==> src/rtl/mult_sequencer.sv <==
`default_nettype none
// ============================================================================
// Module   : mult_sequencer
// Purpose  : Execute-stage multiply controller: issues MULT/MULTU to a
//            fixed-latency multiplier, owns HI/LO and raises HI/LO stalls.
// Options  : MULT_STALL_CNT_EN adds the saturating o_stall_cycles counter.
// Revision : 1.0 - initial release
// ============================================================================
module mult_sequencer #(
    parameter int WIDTH   = 32,
    parameter int LATENCY = 4,
    parameter int CNT_W   = 4
) (
    input  logic                 clk,
    input  logic                 rst_n,
    input  logic                 i_issue_valid,
    input  logic                 i_issue_signed,
    input  logic                 i_flush,
    input  logic [WIDTH-1:0]     i_srca,
    input  logic [WIDTH-1:0]     i_srcb,
    input  logic                 i_mf_req,
    input  logic                 i_mf_sel,
    input  logic                 i_wr_hi,
    input  logic                 i_wr_lo,
    input  logic [WIDTH-1:0]     i_wr_data,
    input  logic [2*WIDTH-1:0]   i_mult_product,
    output logic                 o_mult_start,
    output logic                 o_mult_signed,
    output logic [WIDTH-1:0]     o_mult_a,
    output logic [WIDTH-1:0]     o_mult_b,
    output logic                 o_busy,
    output logic                 o_stall,
    output logic                 o_done,
    output logic [WIDTH-1:0]     o_mf_data
`ifdef MULT_STALL_CNT_EN
    ,
    output logic [15:0]          o_stall_cycles
`endif
);

    localparam logic [0:0]       S_IDLE     = 1'b0;
    localparam logic [0:0]       S_RUN      = 1'b1;
    localparam logic [CNT_W-1:0] C_CNT_LOAD = CNT_W'(LATENCY - 1);

    logic [0:0]       r_state;
    logic [0:0]       w_state_nxt;
    logic [CNT_W-1:0] r_cnt;
    logic [WIDTH-1:0] r_hi;
    logic [WIDTH-1:0] r_lo;
    logic [WIDTH-1:0] r_a;
    logic [WIDTH-1:0] r_b;
    logic             r_signed;
    logic             r_start;
    logic             r_done;

    logic             w_busy;
    logic             w_stall;
    logic             w_accept;
    logic             w_capture;
    logic             w_mt_ok;

    assign w_accept  = (r_state == S_IDLE) & i_issue_valid & ~i_flush;
    assign w_capture = (r_state == S_RUN) & (r_cnt == '0);
    // MT writes land only when no multiply owns HI/LO
    assign w_mt_ok   = ~w_busy & ~i_flush;

    // ------------------------------------------------------------------
    // FSM: state register
    // ------------------------------------------------------------------
    always_ff @(posedge clk or negedge rst_n) begin
        if (!rst_n) begin
            r_state <= S_IDLE;
        end else begin
            r_state <= w_state_nxt;
        end
    end

    // ------------------------------------------------------------------
    // FSM: next-state logic
    // ------------------------------------------------------------------
    always_comb begin
        w_state_nxt = r_state;
        case (r_state)
            S_IDLE:  if (w_accept)  w_state_nxt = S_RUN;
            S_RUN:   if (w_capture) w_state_nxt = S_IDLE;
            default: w_state_nxt = S_IDLE;
        endcase
    end

    // ------------------------------------------------------------------
    // FSM: output logic
    // ------------------------------------------------------------------
    always_comb begin
        w_busy  = (r_state == S_RUN);
        w_stall = w_busy & (i_issue_valid | i_mf_req | i_wr_hi | i_wr_lo);
    end

    // ------------------------------------------------------------------
    // Latency counter, operand latches and strobes
    // ------------------------------------------------------------------
    always_ff @(posedge clk or negedge rst_n) begin
        if (!rst_n) begin
            r_cnt    <= '0;
            r_a      <= '0;
            r_b      <= '0;
            r_signed <= 1'b0;
            r_start  <= 1'b0;
            r_done   <= 1'b0;
        end else begin
            r_start <= w_accept;
            r_done  <= w_capture;
            if (w_accept) begin
                r_cnt    <= C_CNT_LOAD;
                r_a      <= i_srca;
                r_b      <= i_srcb;
                r_signed <= i_issue_signed;
            end else if ((r_state == S_RUN) && (r_cnt != '0)) begin
                r_cnt <= r_cnt - CNT_W'(1);
            end
        end
    end

    // ------------------------------------------------------------------
    // Architectural HI/LO
    // ------------------------------------------------------------------
    always_ff @(posedge clk or negedge rst_n) begin
        if (!rst_n) begin
            r_hi <= '0;
            r_lo <= '0;
        end else if (w_capture) begin
            r_hi <= i_mult_product[2*WIDTH-1:WIDTH];
            r_lo <= i_mult_product[WIDTH-1:0];
        end else if (w_mt_ok) begin
            if (i_wr_hi) r_hi <= i_wr_data;
            if (i_wr_lo) r_lo <= i_wr_data;
        end
    end

`ifdef MULT_STALL_CNT_EN
    logic [15:0] r_stall_cycles;

    always_ff @(posedge clk or negedge rst_n) begin
        if (!rst_n) begin
            r_stall_cycles <= '0;
        end else if (w_stall && (r_stall_cycles != 16'hFFFF)) begin
            r_stall_cycles <= r_stall_cycles + 16'd1;
        end
    end

    assign o_stall_cycles = r_stall_cycles;
`endif

    assign o_mult_start  = r_start;
    assign o_mult_signed = r_signed;
    assign o_mult_a      = r_a;
    assign o_mult_b      = r_b;
    assign o_busy        = w_busy;
    assign o_stall       = w_stall;
    assign o_done        = r_done;
    assign o_mf_data     = i_mf_sel ? r_hi : r_lo;

endmodule

`default_nettype wire

==> config.mk <==
export PLATFORM = sky130hd
export DESIGN_NAME = mult_sequencer
export DESIGN_NICKNAME = d
export VERILOG_FILES = /design/src/rtl/mult_sequencer.sv
export SDC_FILE = /design/constraint.sdc
export NUM_CORES = 1
export LEC_CHECK = 0
export BUFFER_PORTS_ARGS = -buffer_cell sky130_fd_sc_hd__buf_2
export CAP_MARGIN = 20
export CELL_PAD_IN_SITES_DETAIL_PLACEMENT = 1
export CELL_PAD_IN_SITES_GLOBAL_PLACEMENT = 2
export CORE_AREA = 2 2 124 186
export CTS_CLUSTER_DIAMETER = 150
export DETAILED_ROUTE_END_ITERATION = 8
export DIE_AREA = 0 0 126 188
export PLACE_DENSITY = 0.86
export SKIP_LAST_GASP = 1
export SLEW_MARGIN = 20
export SYNTH_ARGS = -nofsm -noshare
export SYNTH_HDL_FRONTEND = slang
export SYNTH_SLANG_ARGS = --single-unit
==> constraint.sdc <==
create_clock -name clk -period 2 [get_ports clk]
set_input_delay 0.2 -clock clk [delete_from_list [all_inputs] [get_ports clk]]
set_output_delay 0.2 -clock clk [all_outputs]
set_load 0.005 [all_outputs]
* Word level (Yosys, flattened, before mapping)
Index checks and enable logic that the tools add are counted.
Storage, ports and cells: bits of input ports 169, output and inout port bits 101, register bits 136
Cells by class: reductions and logical operators 9, $add $sub $neg 1, muxes and demuxes 12, bitwise gates (word level) 10
Operators with widths (number):
- 32-bit 2-to-1 mux | 7
- 4-bit 2-to-1 mux | 2
- 2-bit nonzero test | 4
- 1-bit bitwise AND | 5
- 4-bit zero test | 1
- 2-bit AND reduction | 2
- 4-bit nonzero test | 1
- 4-bit by 1-bit subtractor with 4-bit output, second input constant | 1
- 1-bit OR | 3
- 1-bit 2-to-1 mux | 2
- 1-bit inverter | 2
- 1-bit case mux with 2 select lines | 1
- 1-bit logical AND | 1

* Longest topological paths before layout
word-level depth 5, depth in mapped cells 7, mapped depth without buffers 5

* Worst setup path before layout
Ideal clock, no wire load.
path type reg-to-reg, start point reg r_state (netlist: o_busy), end point reg r_a[20] (netlist: o_mult_a[20]), period minus slack after synthesis 1.471 ns, arrival 1.346 ns, stages on the path, launching flop included 6, slack 0.529 ns, cell sequence dfrtp_1 > buf_6 > nor3b_2 > buf_2 > buf_4 > mux2_2
On the way: cells in the longest elaborated chain, start to end 3
RTL lines:
- start, declared | line 45 | logic [0:0] r_state;
- start signal, assigned | line 74 | r_state <= w_state_nxt;
- 1-bit inverter
- 1-bit bitwise AND (2 in a row) | line 62 | assign w_accept = (r_state == S_IDLE) & i_issue_valid & ~i_flush;
- end signal, assigned | line 114 | r_a <= i_srca;
- end, declared | line 50 | logic [WIDTH-1:0] r_a;
No other way between the ends. A chain may end at the register's enable or synchronous reset.

* Worst setup path after layout
start point reg r_state (netlist: o_busy), end point reg r_b[21] (netlist: o_mult_b[21])
On the way: cells in the longest elaborated chain, start to end 3
RTL lines:
- 1-bit inverter
- 1-bit bitwise AND (2 in a row) | line 62
- end signal, assigned | line 115 | r_b <= i_srcb;
- end, declared | line 51 | logic [WIDTH-1:0] r_b;
No other way between the ends.

==> metrics.yaml <==
status: "completed"
tns_ps: 0
cts_tree: "done"
cts_buffers: 17
postLayoutCoreUtil_pct: 39.7
cts_buffer_depth: 2
stdcell_area_sq_um: 8790
num-fill-cells: 2548
routed_wl_um: 20200
synth_compound_area_share_pct: 6.91
cts_resized: 0
path_clk_slew_ps: 60
grt_max_degree: 98
fin_worst_skew_ps: 8.91
vias: 5365
layout_common_cells: "buf_2 (268), dfrtp_1 (136), nand2_1 (120)"
final_net_count: 1040
grt_setup_unrepaired: "false"
maxSlewViolCount: 0
crit_chain: "nor3b_4, buf_12, mux2_2"
synth-edff-count: 0
drc: 0
place_inst: 1079
tightestPinTransition_ps: 502
finalCritPeriodShare_pct: 82.6
maxCapViolCount: 0
required_ps: 2290
stdcell_count: 1160
synth_warnings: 0
endpoint_kind: "flip-flop"
synth_top_family_by_area: "multiplexers"
antenna_found_initial: 3
die-area_sq_um: 23700
synth_xor_area_share_pct: 0
synth_flop_cell: "dfrtp_1"
placed_area_sq_um: 7790
track_usage_pct: 17.3
slew_headroom_pct: 66.2
syn-instance-count: 557
area_growth_pct: 43.9
layout_commonest_cell: "buf_2"
setup_ws_ps: 348
core-area_sq_um: 22100
wl_per_cell_um: 17.4
die_y_um: 188
min_period_ps: 1650
drive_gt1_share_pct: 45.6
cp.arrival_ps: 1950
yosys.area_share.adder_pct: 0.410
yosys_register_bits: 136
die_x_um: 126
synth.cell_area_sq_um: 6100
final-setup-viol-count: 0
synth_simple_gate_area_share_pct: 14.2
initialDrtViolationCount: 161
hold_viol: 0
start_kind: "flip-flop"
cts-root-buf: "clkbuf_16"
cts_setup_buffers: 0
cp_max_fo: 40
worstHoldPathType: "input pin to flip-flop"
synth_cell_types: 23
syn_area_per_cell_sq_um: 11.0
leakagePower_nw: 4.24
std_cell_rows: 67
synthesis.nets: 728
dp_hpwl_um: 14200
htreeDepth: 4
yosysSeqAreaShare_pct: 55.7
max_freq_ghz: 0.606
critPathSlowestCell: "dfrtp_1"
portBuffers: 269
overflow: 0
critPathMaxStageDelay_ps: 490
vias_per_cell: 4.63
grt_pass1_wl_um: 31900
critPathKind: "flip-flop to flip-flop"
async_reset_ff_share_pct: 100
ir_worst_vdd_mv: 0.600
gp_congestion: 0.772
numClockSinks: 136
synthMuxAreaShare_pct: 18.4
ioPinCount: 270
grt_pass1_vias: 6017
ant_nets: 0
pre_cts_slack_ps: 338
p_per_area_nw_per_um2: 1390
clock_latency_ps: 420
start_util_pct: 27.6
drtPass1Iterations: 4
-- synth_stat cells, types with 2 or more instances --
library cell,instances,area (sq um)
mux2_1,26,293
clkbuf_1,8,30.0
or3b_1,2,17.5
inv_1,3,11.3
buf_4,7,52.6
nor3b_2,3,37.5
buf_6,7,78.8
a31oi_1,64,400
mux2i_1,3,30.0
nand2_1,120,450
nor2_1,68,255
ha_1,2,25.0
nand2_2,10,62.6
nand2b_1,2,12.5
buf_2,19,95.1
mux2_2,71,800
dfrtp_1,136,3400
-- final cells by class --
cell class | count | area, sq um | area share, %
Sequential cell | 136 | 3400 | 38.7
Multi-Input combinational cell | 377 | 2470 | 28.1
Timing Repair Buffer | 334 | 2030 | 23.1
Clock buffer | 22 | 464 | 5.28
Tap cell | 276 | 345 | 3.93
Clock inverter | 9 | 52.6 | 0.598
Inverter | 3 | 11.3 | 0.128
Antenna cell | 3 | 7.51 | 0.0854
-- logic make-up (layout without fill, tap and decap cells) --
group                    count (synthesis)  after routing
AO/OA/AOI/OAI                           67             67
adder cells (fa/ha/maj)                  2              2
buffers and inverters                   44            368
flip-flops                             136            136
multiplexers                           100            100
other                                    0              3
AND/OR/NAND/NOR                        208            208
-- per-stage QoR --
step	power (mW)	hold slack (ps)
floorplan	7.36	-95.6
global placement	9.20	150
detailed placement	9.45	148
CTS	12.4	0.329
global route	13.1	4.52
finish	12.2	22.8
-- critical path, delay by kind of cell (launching register included) --
family,cells,cell delay (ps)
buffers and inverters,1,260
flip-flops,1,490
multiplexers,1,390
AND/OR/NAND/NOR,1,340
-- where the power goes --
group,internal (mW),total [mW],switching (mW),leakage [nW]
Sequential,4.18,4.93,0.751,1.61
Combinational,2.36,4.49,2.13,2.38
Clock,1.63,2.79,1.16,0.251
-- registers in the layout (all words and copies together) (netlist names) --
name	flops
o_mult_a	32
o_mult_b	32
r_hi	32
r_lo	32
r_cnt	4
o_busy	1
o_done	1
o_mult_signed	1
o_mult_start	1
-- path summary, 6_finish.rpt --
path / depth (start not counted) / end / slack [ps] / from
max in group asynchronous: 3 / o_mult_a[4]$_DFFE_PN0P_ / 1060 / rst_n
hold reg to reg: 1 / o_mult_a[16]$_DFFE_PN0P_ / 480 / o_mult_a[16]$_DFFE_PN0P_
hold / removal: 2 / o_mult_a[6]$_DFFE_PN0P_ / 20 / i_srca[6]
setup reg to reg: 3 / o_mult_b[21]$_DFFE_PN0P_ / 350 / o_busy$_DFF_PN0_
setup / recovery: 3 / o_mult_b[21]$_DFFE_PN0P_ / 350 / o_busy$_DFF_PN0_
min in group asynchronous: 2 / o_mult_a[24]$_DFFE_PN0P_ / 270 / rst_n
-- per-layer routing --
layer	GRT usage, %	vias up	routed length [um]
met1	18.2	2635	7540
met2	32.5	176	11100
met5	0	-	0
li1	-	2526	-
met4	7.27	0	515
met3	3.82	28	996
-- timing repair --
item,CTS,global route
hold buffers,45,2
endpoints found under the hold margin,82,2
endpoints found under the setup margin,0,0
Power figures use the tool's default switching activity.
